==> src/rtl/cdc_pulse_gen.sv <==
`default_nettype none
// ============================================================================
// Module      : cdc_pulse_gen
// Description : Programmable pulse-train source for exercising a destination
//               domain glitch monitor. Generates C pulses of W cycles spaced
//               by G idle cycles around a selectable idle level, and marks
//               pulses narrower than MIN_HOLD source cycles as "short".
// Revision    : 1.0 - initial release
// ============================================================================
module cdc_pulse_gen #(
  parameter int unsigned CNT_W    = 8,
  parameter int unsigned MIN_HOLD = 2
) (
  input  logic             clk_i,
  input  logic             rstn_i,
  input  logic             start_i,
  input  logic             abort_i,
  input  logic             level_i,
  input  logic [CNT_W-1:0] width_i,
  input  logic [CNT_W-1:0] gap_i,
  input  logic [CNT_W-1:0] count_i,
  output logic             d_o,
  output logic             busy_o,
  output logic             done_o,
  output logic             short_o,
  output logic [CNT_W-1:0] pulse_cnt_o
);

  localparam logic [1:0] S_IDLE  = 2'd0;
  localparam logic [1:0] S_PULSE = 2'd1;
  localparam logic [1:0] S_GAP   = 2'd2;
  localparam logic [1:0] S_DONE  = 2'd3;

  localparam logic [CNT_W-1:0] C_ONE = CNT_W'(1);

  // State and datapath registers
  logic [1:0]       r_state;
  logic [CNT_W-1:0] r_cnt;
  logic [CNT_W-1:0] r_pcnt;
  logic [CNT_W-1:0] r_width;
  logic [CNT_W-1:0] r_gap;
  logic [CNT_W-1:0] r_count;
  logic             r_level;
  logic             r_short_w;

  // Registered outputs
  logic             r_d;
  logic             r_busy;
  logic             r_done;
  logic             r_short;

  // Next-state and next-output values
  logic [1:0]       w_state_nxt;
  logic [CNT_W-1:0] w_cnt_nxt;
  logic [CNT_W-1:0] w_pcnt_nxt;
  logic             w_accept;
  logic [CNT_W-1:0] w_width_in;
  logic [CNT_W-1:0] w_gap_in;
  logic             w_level_nxt;
  logic             w_short_w_nxt;
  logic             w_d_nxt;
  logic             w_busy_nxt;
  logic             w_done_nxt;
  logic             w_short_nxt;

  // Zero width/gap are clamped to one so every pulse and every gap is visible
  assign w_width_in = (width_i == '0) ? C_ONE : width_i;
  assign w_gap_in   = (gap_i   == '0) ? C_ONE : gap_i;

  // The level and short flag that will be in force in the next cycle
  assign w_level_nxt   = w_accept ? level_i : r_level;
  assign w_short_w_nxt = w_accept ? (32'(w_width_in) < MIN_HOLD) : r_short_w;

  // State, counters, latched parameters and registered outputs
  always_ff @(posedge clk_i) begin
    if (!rstn_i) begin
      r_state   <= S_IDLE;
      r_cnt     <= '0;
      r_pcnt    <= '0;
      r_width   <= C_ONE;
      r_gap     <= C_ONE;
      r_count   <= '0;
      r_level   <= 1'b0;
      r_short_w <= 1'b0;
      r_d       <= 1'b0;
      r_busy    <= 1'b0;
      r_done    <= 1'b0;
      r_short   <= 1'b0;
    end else begin
      r_state   <= w_state_nxt;
      r_cnt     <= w_cnt_nxt;
      r_pcnt    <= w_pcnt_nxt;
      r_level   <= w_level_nxt;
      r_short_w <= w_short_w_nxt;
      if (w_accept) begin
        r_width <= w_width_in;
        r_gap   <= w_gap_in;
        r_count <= count_i;
      end
      r_d       <= w_d_nxt;
      r_busy    <= w_busy_nxt;
      r_done    <= w_done_nxt;
      r_short   <= w_short_nxt;
    end
  end

  // Next-state logic: one down-counter times both pulse and gap phases
  always_comb begin
    w_state_nxt = r_state;
    w_cnt_nxt   = r_cnt;
    w_pcnt_nxt  = r_pcnt;
    w_accept    = 1'b0;
    case (r_state)
      S_IDLE: begin
        if (start_i) begin
          w_accept   = 1'b1;
          w_pcnt_nxt = '0;
          if (count_i != '0) begin
            w_state_nxt = S_PULSE;
            w_cnt_nxt   = w_width_in - C_ONE;
          end else begin
            w_state_nxt = S_DONE;
          end
        end
      end
      S_PULSE: begin
        if (r_cnt == '0) begin
          w_state_nxt = S_GAP;
          w_cnt_nxt   = r_gap - C_ONE;
          w_pcnt_nxt  = r_pcnt + C_ONE;
        end else begin
          w_cnt_nxt = r_cnt - C_ONE;
        end
      end
      S_GAP: begin
        if (r_cnt == '0) begin
          if (r_pcnt < r_count) begin
            w_state_nxt = S_PULSE;
            w_cnt_nxt   = r_width - C_ONE;
          end else begin
            w_state_nxt = S_DONE;
          end
        end else begin
          w_cnt_nxt = r_cnt - C_ONE;
        end
      end
      S_DONE: begin
        w_state_nxt = S_IDLE;
      end
      default: begin
        w_state_nxt = S_IDLE;
      end
    endcase
    // Abort overrides everything outside IDLE; completed-pulse count is kept
    if (abort_i && (r_state != S_IDLE)) begin
      w_state_nxt = S_IDLE;
      w_cnt_nxt   = r_cnt;
      w_pcnt_nxt  = r_pcnt;
    end
  end

  // Output decode from the next state so every output leaves a flop
  always_comb begin
    w_d_nxt     = w_level_nxt;
    w_busy_nxt  = 1'b0;
    w_done_nxt  = 1'b0;
    w_short_nxt = 1'b0;
    case (w_state_nxt)
      S_PULSE: begin
        w_d_nxt     = ~w_level_nxt;
        w_busy_nxt  = 1'b1;
        w_short_nxt = w_short_w_nxt;
      end
      S_GAP: begin
        w_busy_nxt = 1'b1;
      end
      S_DONE: begin
        w_done_nxt = 1'b1;
      end
      default: begin
        w_d_nxt = w_level_nxt;
      end
    endcase
  end

  assign d_o         = r_d;
  assign busy_o      = r_busy;
  assign done_o      = r_done;
  assign short_o     = r_short;
  assign pulse_cnt_o = r_pcnt;

endmodule
`default_nettype wire

==> config.mk <==
export PLATFORM = sky130hd
export DESIGN_NAME = cdc_pulse_gen
export DESIGN_NICKNAME = d
export VERILOG_FILES = /design/src/rtl/cdc_pulse_gen.sv
export SDC_FILE = /design/constraint.sdc
export NUM_CORES = 1
export LEC_CHECK = 0
export ABC_AREA = 1
export CAP_MARGIN = 20
export CORE_MARGIN = 2
export CORE_UTILIZATION = 40
export DETAILED_ROUTE_END_ITERATION = 10
export SLEW_MARGIN = 20
export SYNTH_ARGS = -nofsm -noshare
export SYNTH_HDL_FRONTEND = slang
export SYNTH_SLANG_ARGS = --single-unit
export TNS_END_PERCENT = 30
==> constraint.sdc <==
create_clock -name clk_i -period 4.7 [get_ports clk_i]
set_clock_uncertainty 0.05 [all_clocks]
set_input_delay 1.41 -clock clk_i [delete_from_list [all_inputs] [get_ports clk_i]]
set_output_delay 1.41 -clock clk_i [all_outputs]
set_load 0.05 [all_outputs]
==> flow_summary_export.csv <==
group,metric,value,unit
status,outcome,"finished, final reports clean",
pwr,clkPwrFrac,16.4,%
setup_path,r2r_slack,2.24,ns
logic_synthesis,synth_edf_count,0,
setup_path,crit_required,4.85,ns
die,die-area,0.008209,mm²
final_layout,nFillCells,775,
final_layout,syn_to_final_growth,19.39,%
timing,finalHoldViolCount,0,
clock_tree,hold_buffers,0,
pwr,p_leak,0.001548,µW
setup_path,end_kind,"flop",
setup_path,crit_type,"in -> reg",
detailed_routing,drcViolationCount,0,
pwr,seq_power_share,35.6,%
logic_synthesis,synth_top_area_cell,"dfxtp_1",
setup_path,rr_endpoint,"d_o",
timing,setup_viol,0,
clock_tree,cts_root_buf,"clkbuf_8",
pwr,comb_power_share,47.9,%
logic_synthesis,yosysWarningCount,0,
die,initial_core_util,41.37,%
clock_tree,clk_pin_slew,0.09,ns
global_routing,gr-total-overflow,0,
logic_synthesis,syn_area,0.003000,mm²
logic_synthesis,ys_async_sr_fraction,0,%
pwr,swShare,45.00,%
clock_tree,cts_buffer_depth,2,
logic_synthesis,synth_area_leaders,"dfxtp_1 (32%), nand2_1 (11%), nor2_1 (8.3%), inv_1 (7.9%), a21oi_1 (7.8%)",
placed_design,pre_cts_slack,1.169,ns
timing,period_needed,3.262,ns
die,core_area,0.007253,mm²
setup_path,r2r-start,"r_state[0]",
final_layout,nets,550,
timing,clock.fmax,0.3066,GHz
logic_synthesis,synth_top_area_share,32.03,%
logic_synthesis,synthCells,465,
setup_path,max_stage_delay,0.54,ns
clock_tree,h-tree-depth,2,
setup_path,cp_max_fo,5,
pwr,internal-power,829.7,µW
setup_path,reg2reg_depth,10,
clock_tree,post-cts-setup-buffers,0,
timing,fin_tns_setup,0,ns
setup_path,worstSetupStartpointType,"primary input",
detailed_routing,via_per_inst,5.065,
clock_tree,cts_resized,0,
detailed_routing,wl_per_cell,13.08,µm
timing,period_share,69.40,%
global_routing,grt_pass1_wl,13.48,mm
flow_run,maxCapViolCount,0,
placed_design,hpwl,6.095,mm
global_routing,grt_max_degree,33,
global_routing,grt_use_total,19.95,%
timing,finalWorstSetupSlack,1.438,ns
setup_path,arrival,3.41,ns
logic_synthesis,synth-seq-area-share,32.03,%
die,die_width,90.61,µm
setup_path,worstPathCellList,"clkdlybuf4s50_1 -> inv_1 -> nand2_1 -> nor2_1 -> nand2_1 -> nand2_1 -> inv_1 -> ha_1 -> nand3_1 -> nor2_1 -> a21oi_1 -> o21ai_0 -> nand2_1 -> nor2_1 -> nor2_1",
logic_synthesis,ys_dominant_reg_cell,"dfxtp_1",
final_layout,n_antenna_cell,0,
clock_tree,clock-sinks,48,
final_layout,drive_above_1_share,5.754,%
detailed_routing,drtAntennaViolNets,0,
min_path,hold_depth,2,
global_routing,antenna_found_initial,0,
logic_synthesis,syn_area_per_cell,6.452,µm²
pwr,p_sw,678.8,µW
min_path,hold_end,"r_count[3]",
detailed_routing,first_iter_violations,169,
logic_synthesis,ys_top_cells_by_count,"nand2_1 (89), nor2_1 (66), inv_1 (63), dfxtp_1 (48), a21oi_1 (47)",
detailed_routing,vias,3054,
logic_synthesis,synth_fp_nets,512,
die,die_h,90.61,µm
timing,fin_hold_ws,0.4112,ns
global_routing,first_global_vias,2886,
detailed_routing,routed_wl,7.887,mm
detailed_routing,drt_first_pass_iters,5,
min_path,hold_class,"reg -> reg",
placed_design,gp_congestion,0.8732,
logic_synthesis,yosysMostFrequentCell,"nand2_1",
setup_path,worst_path_max_delay_cell,"clkdlybuf4s50_1",
logic_synthesis,ys_seq_elements,48,
min_path,min_from,"r_count[3]",
timing,rsz0062_at_grt,"no",
logic_synthesis,yosysUniqueCellTypes,29,
final_layout,seq_area,960.9,µm²
timing,worst_slew_pin_slew,0.4956,ns
clock_tree,cts_tree,"done",
clock_tree,clkLatencyLatePin,0.31,ns
die,num_rows,31,
timing,finalMaxSlewViolations,0,
clock_tree,numCtsBuffers,5,
die,io_pins,41,
timing,slew_headroom,66.85,%
placed_design,numPortBuffers,40,
pwr,p_per_area,421.1,mW/mm²
final_layout,multi_input_area,0.001747,mm²
pwr,peakVddDrop,0.2434,mV
area by class of cell:
cell class | instances | area share, %
tap | 99 | 3.458
clock inverter | 3 | 0.5239
multi-input combinational | 340 | 48.76
timing repair buffer | 42 | 11.60
sequential | 48 | 26.82
clock buffer | 5 | 1.921
inverter | 66 | 6.916
flip-flops by register name (all words and copies together) (netlist names):
| register | cells |
|---|---|
| busy_o | 1 |
| d_o | 1 |
| done_o | 1 |
| pulse_cnt_o | 8 |
| r_cnt | 8 |
| r_count | 8 |
| r_gap | 8 |
| r_level | 1 |
| r_short_w | 1 |
| r_state | 2 |
| r_width | 8 |
| short_o | 1 |
worst max-delay path by stage:
stage / start / to / slack [ns] / cells after the start
after floorplan: width_i[4] / r_cnt[6] / 2.00 / 13
after global placement: width_i[3] / r_cnt[6] / 1.20 / 15
after detailed placement: start_i / r_cnt[4] / 1.17 / 11
after CTS: start_i / r_cnt[4] / 1.49 / 11
after global routing: width_i[3] / r_cnt[6] / 1.19 / 15
final: width_i[3] / r_cnt[6] / 1.44 / 15
critical path: cells and delay by family:
family	cells	cell delay (ns)
buffers and inverters	3	0.77
AO/OA/AOI/OAI	2	0.17
adder cells (fa/ha/maj)	1	0.21
AND/OR/NAND/NOR	9	0.85
per-layer routing:
metal	GRT usage (%)	share of wire (%)	routed length, µm
met1	27.66	48	3822
met2	32.65	45	3582
met3	2.922	5.3	416
met4	4.744	0.82	65
met5	0	0	0
metrics by stage:
stage               instances  utilization, %  power (µW)  instance area [µm²]
floorplan                 465               -        1070                 3000
global placement          595           48.18        1260                 3495
detailed placement        595           48.18        1263                 3495
CTS                       603           49.39        1513                 3582
global route              603           49.39        1643                 3582
finish                    603           49.39        1509                 3582
kinds of logic after synthesis:
group	synth area share (%)
simple gates	31.86
flops	32.03
fa+ha+maj	7.506
buf+inv	9.758
xor+xnor	2.043
compound gates	16.81
power groups by stage:
stage                     Clock, µW  Sequential (µW)  Combinational, µW
after floorplan                   0              576                494
after global placement            0              545                714
after detailed placement          0              546                717
after CTS                       256              537                720
after global routing            274              549                820
final                           248              537                723
cell usage in the layout, fill, tap and decap left out, drive strengths merged:
cell type and instances:
nor4 1, inv 65, nand3 31, or2 2
a211oi 1, o211ai 1, dfxtp 48, clkdlybuf4s50 40
xor2 4, clkinv 4, nor2 74, o221ai 1
ha 18, nor3 6, nand2 92, a21oi 47
buf 2, xnor2 3, clkbuf 5, o21ai 47
nand4 9, o22ai 1, nand3b 2
Note: power is estimated with default switching activity, not from simulation.
